### src/rtl/inv_sbox_builder.sv
`default_nettype none
// ============================================================================
// Module   : inv_sbox_builder
// Purpose  : Scans the finished forward S-box, checks it is a bijection and
//            writes the inverse table (inv[sbox[i]] = i).
//            Optional macro INV_SBOX_ABORT_EN stops the scan on the first
//            duplicate value.
// Revision : 1.0 - initial release
// ============================================================================
module inv_sbox_builder #(
    parameter int DATA_W = 8
) (
    input  logic              clk,
    input  logic              rst,
    input  logic              start_i,
    output logic              sbox_rd_en_o,
    output logic [DATA_W-1:0] sbox_rd_addr_o,
    input  logic [DATA_W-1:0] sbox_rd_data_i,
    output logic              inv_wr_en_o,
    output logic [DATA_W-1:0] inv_wr_addr_o,
    output logic [DATA_W-1:0] inv_wr_data_o,
    output logic              busy_o,
    output logic              done_o,
    output logic              error_o,
    output logic [DATA_W-1:0] dup_value_o
);

    localparam int DEPTH = 2**DATA_W;

    typedef enum logic [1:0] {
        S_IDLE  = 2'd0,
        S_READ  = 2'd1,
        S_DRAIN = 2'd2,
        S_DONE  = 2'd3
    } state_t;

    state_t            state_q;
    logic [DATA_W:0]   cnt_q;
    logic [DATA_W:0]   cnt_d;
    logic              rd_vld_q;
    logic [DATA_W-1:0] rd_idx_q;
    logic [DEPTH-1:0]  seen_q;
    logic              dup_d;
    logic              wr_d;

    // Extra counter bit flags the terminal index without wrapping the address
    assign cnt_d          = cnt_q + {{DATA_W{1'b0}}, 1'b1};
    assign sbox_rd_addr_o = cnt_q[DATA_W-1:0];

    always_comb begin
        dup_d = rd_vld_q && seen_q[sbox_rd_data_i];
`ifdef INV_SBOX_ABORT_EN
        wr_d  = rd_vld_q && !seen_q[sbox_rd_data_i] && !error_o;
`else
        wr_d  = rd_vld_q && !seen_q[sbox_rd_data_i];
`endif
    end

    always_ff @(posedge clk) begin
        if (!rst) begin
            state_q       <= S_IDLE;
            cnt_q         <= '0;
            rd_vld_q      <= 1'b0;
            rd_idx_q      <= '0;
            seen_q        <= '0;
            sbox_rd_en_o  <= 1'b0;
            inv_wr_en_o   <= 1'b0;
            inv_wr_addr_o <= '0;
            inv_wr_data_o <= '0;
            busy_o        <= 1'b0;
            done_o        <= 1'b0;
            error_o       <= 1'b0;
            dup_value_o   <= '0;
        end else begin
            rd_vld_q    <= sbox_rd_en_o;
            rd_idx_q    <= cnt_q[DATA_W-1:0];
            inv_wr_en_o <= wr_d;
            if (wr_d) begin
                seen_q[sbox_rd_data_i] <= 1'b1;
                inv_wr_addr_o          <= sbox_rd_data_i;
                inv_wr_data_o          <= rd_idx_q;
            end
            if (dup_d && !error_o) begin
                error_o     <= 1'b1;
                dup_value_o <= sbox_rd_data_i;
            end

            unique case (state_q)
                S_IDLE, S_DONE: begin
                    if (start_i) begin
                        state_q      <= S_READ;
                        cnt_q        <= '0;
                        seen_q       <= '0;
                        error_o      <= 1'b0;
                        dup_value_o  <= '0;
                        sbox_rd_en_o <= 1'b1;
                        busy_o       <= 1'b1;
                        done_o       <= 1'b0;
                    end
                end
                S_READ: begin
                    cnt_q <= cnt_d;
                    if (cnt_d[DATA_W]) begin
                        state_q      <= S_DRAIN;
                        sbox_rd_en_o <= 1'b0;
                    end
`ifdef INV_SBOX_ABORT_EN
                    if (dup_d && !error_o) begin
                        state_q      <= S_DRAIN;
                        sbox_rd_en_o <= 1'b0;
                    end
`endif
                end
                S_DRAIN: begin
                    // Last read data is consumed in the cycle rd_vld_q is high
                    if (!rd_vld_q) begin
                        state_q <= S_DONE;
                        busy_o  <= 1'b0;
                        done_o  <= 1'b1;
                    end
                end
                default: state_q <= S_IDLE;
            endcase
        end
    end

endmodule
`default_nettype wire

### config.mk
export PLATFORM = sky130hd
export DESIGN_NAME = inv_sbox_builder
export DESIGN_NICKNAME = d
export VERILOG_FILES = /design/src/rtl/inv_sbox_builder.sv
export SDC_FILE = /design/constraint.sdc
export NUM_CORES = 1
export LEC_CHECK = 0
export ABC_AREA = 1
export BUFFER_PORTS_ARGS = -buffer_cell sky130_fd_sc_hd__buf_2
export CAP_MARGIN = 25
export CELL_PAD_IN_SITES_DETAIL_PLACEMENT = 0
export CELL_PAD_IN_SITES_GLOBAL_PLACEMENT = 1
export CORE_MARGIN = 2
export CORE_UTILIZATION = 48
export CTS_CLUSTER_SIZE = 25
export DETAILED_ROUTE_END_ITERATION = 6
export HOLD_SLACK_MARGIN = 0.06
export PLACE_DENSITY_LB_ADDON = 0.25
export SYNTH_ARGS = -nofsm -noshare
export SYNTH_HDL_FRONTEND = slang
export SYNTH_SLANG_ARGS = --single-unit
### constraint.sdc
create_clock -name clk -period 5 [get_ports clk]
set_input_delay 0.25 -clock clk [delete_from_list [all_inputs] [get_ports clk]]
set_output_delay 0.25 -clock clk [all_outputs]
set_load 0.02 [all_outputs]
==> results.cfg <==
[grt]
use_met2_pct = 42.6
grt_max_degree = 131
grt.busiest_layer = met2
grt.overflow.total = 0
use_met1_pct = 36.1
use_met3_pct = 3.58
grt_pass1_vias = 12164
antenna_found_initial = 0
grt.total_usage_pct = 26.0
grt_pass1_wl_mm = 66.1

[power]
intPower_mw = 4.30
seq_power_share_pct = 41.6
swShare_pct = 29.1
ir_drop_v = 0.000282
p_leak_nw = 5.99
p_total_mw = 6.06
cellPowerDensity_nw_per_um2 = 372
p_comb_share_pct = 14.8
pwr-share-clk_pct = 43.6
power_switching_mw = 1.76

[final_layout]
diodes = 0
area_growth_pct = 10.8
final_common_cell = nand2_1
finalInstanceArea_sq_um = 16300
fin_nets = 2343
final_cells = 2748
drive_gt1_share_pct = 6.29
n_fill_cell = 3170
final_cell_mix = 804 x nand2_1, 335 x nor2_1, 317 x inv_1, 305 x dfxtp_1, 269 x a21oi_1

[worst_setup_path]
critPathSlowestCell = buf_4
crit_top_cell = nand2_1
cp_cell_sequence = buf_6 > buf_4 > o21ai_0 > nand2_1 > nand2_1 > nand2_1 > nand2_1 > o21ai_1 > nand2_1 > nor2_1 > nor2_1 > nor2_2 > nand2_2 > nor2_4 > buf_4 > nand2_1 > a21oi_1
worstSetupPathType = in2reg
cp_max_fo = 99
crit_path_end_kind = flop
cp_data_required_time_ns = 5.43
critPathLaunchType = input pin
cp.arrival_ns = 3.89
slowest_delay_ns = 0.62

[die]
die_h_um = 179
die_area_sq_um = 32100
coreArea_sq_um = 30400
ioPinCount = 48
die_w_um = 179
num_rows = 64
start_util_pct = 48.4

[placed_design]
place_congestion = 0.804
dp_slack_ns = 1.09
hpwl_mm = 24.5
dp_cells = 2682
postPlaceCellArea_sq_um = 15100
io_buffers = 47

[yosys]
synth-seq-cells = 305
synth.distinct_cells = 27
yosysSeqAreaShare_pct = 41.5
synth_cells = 2362
yosys_warnings = 0
ys_top_cells_by_area = dfxtp_1 41%, nand2_1 21%, a21oi_1 9.1%
synth_ff_type = dfxtp_1
yosys.area.top_type = dfxtp_1
syn_area_per_cell_sq_um = 6.23
synth_top_area_share_pct = 41.5
synth-edff-count = 0
synth_nets = 2377
async_flop_share_pct = 0
syn_area_sq_um = 14700

[timing]
finalCritPeriodShare_pct = 69.3
slew-limit-headroom_pct = 27.4
finalHoldViolCount = 0
worst_pin_slew_ns = 1.09
fmax_mhz = 289
fin_tns_setup_ns = 0
final.setup_skew_ns = 0.0192
setup_viol = 0
drv_slew = 0
rsz0062_at_grt = no
layout_setup_ws_ns = 1.54
min_period_ns = 3.46

[drt]
wirelength_mm = 41.9
drc_errors = 0
wl_per_cell_um = 15.3
drt-initial-drc-count = 1217
postRouteAntennaNets = 0
vias_per_cell = 4.98
vias = 13680
dr.pass1.iters = 5

[clock_network]
path_clk_slew_ns = 0.06
cts.sinks = 305
postCtsSetupBuffers = 0
htree_levels = 2
clockBufferDepth = 3
clk_latency_ns = 0.51
cts_tree = done
root_buffer = clkbuf_16
cts_buffers = 36

[min_path]
holdCritPathClass = in2reg

[job]
maxCapViolCount = 0

[run_status]
status = finished clean
## per-stage QoR
stage	util (%)	hold slack (ns)
6_report	53.6	0.0924
5_1_grt	53.6	0.128
4_1_cts	53.5	0.0942
3_5_place_dp	49.5	0.438
3_3_place_gp	48.8	0.433
2_1_floorplan	-	0.413
## what timing repair did
action,4_1_cts,5_1_grt
endpoints found under the hold margin,2,0
resized for setup,0,0
hold buffers,2,0
## power by group through the flow
stage	clock network (mW)	registers, mW	logic, mW
after CTS	2.69	2.52	0.895
final	2.64	2.52	0.895
after global routing	2.79	2.53	0.979
after detailed placement	0	2.57	0.892
after floorplan	0	2.61	0.615
after global placement	0	2.57	0.880
## logic make-up after synthesis
logic type,after synthesis,share of synthesized area [%]
AO/OA/AOI/OAI,415,14.2
XOR/XNOR,2,0.119
adder cells (fa/ha/maj),4,0.340
buffers and inverters,474,13.9
flip-flops,305,41.5
AND/OR/NAND/NOR,1162,29.9
## sequential cells by signal (all words and copies together) (netlist names)
register / count
busy_o: 1
dup_value_o: 8
rd_idx_q: 8
inv_wr_addr_o: 8
sbox_rd_en_o: 1
inv_wr_en_o: 1
state_q: 2
error_o: 1
seen_q: 256
done_o: 1
rd_vld_q: 1
cnt_q: 9
inv_wr_data_o: 8
## layout make-up
| cell class | instances | area (sq um) | share of cell area (%) |
|---|---|---|---|
| multi-input combinational | 1583 | 6580 | 40.3 |
| tap | 396 | 495 | 3.04 |
| inverter | 321 | 1210 | 7.42 |
| clock inverter | 12 | 135 | 0.828 |
| sequential | 305 | 6110 | 37.4 |
| timing repair buffer | 81 | 736 | 4.51 |
| clock buffer | 50 | 1050 | 6.47 |
## critical path: cells and delay by family
kind                   cells  cell delay [ns]
AOI/OAI and AO/OA          3             0.46
and+or+nand+nor           11             1.52
buffers and inverters      3             1.58
## cell usage after synthesis, types with 2 or more instances
library cell and number:
buf_4 23, inv_1 317, inv_2 2, a21oi_1 269, clkbuf_1 79, ha_1 4, nand2_1 804, o22ai_1 3
buf_6 19, o21ai_0 96, nand3_1 6, nor2_1 338, buf_2 26, o21ai_1 45, nand4_1 8, dfxtp_1 305
clkinv_1 2, buf_1 5, nor2_2 3
## path summary, 6_finish.rpt
check | start | end | slack (ns) | cells after the start
setup reg to reg | state_q[0]$_SDFFE_PN0P_ | seen_q[163]$_SDFF_PN0_ | 2.03 | 8
hold / removal | sbox_rd_data_i[4] | inv_wr_addr_o[4]$_SDFFE_PN0N_ | 0.09 | 3
setup / recovery | sbox_rd_data_i[0] | seen_q[100]$_SDFF_PN0_ | 1.54 | 17
hold reg to reg | sbox_rd_en_o$_SDFFE_PN0P_ | rd_vld_q$_SDFF_PN0_ | 0.44 | 2
## metal layers
metal | up-vias | routed length (um) | share of wire [%]
li1 | 7069 | - | -
met1 | 6242 | 19700 | 47
met2 | 317 | 19200 | 46
met3 | 52 | 2220 | 5.3
met4 | 0 | 814 | 1.9
met5 | - | 0 | 0
No activity file was read; power rests on OpenSTA's default activity.
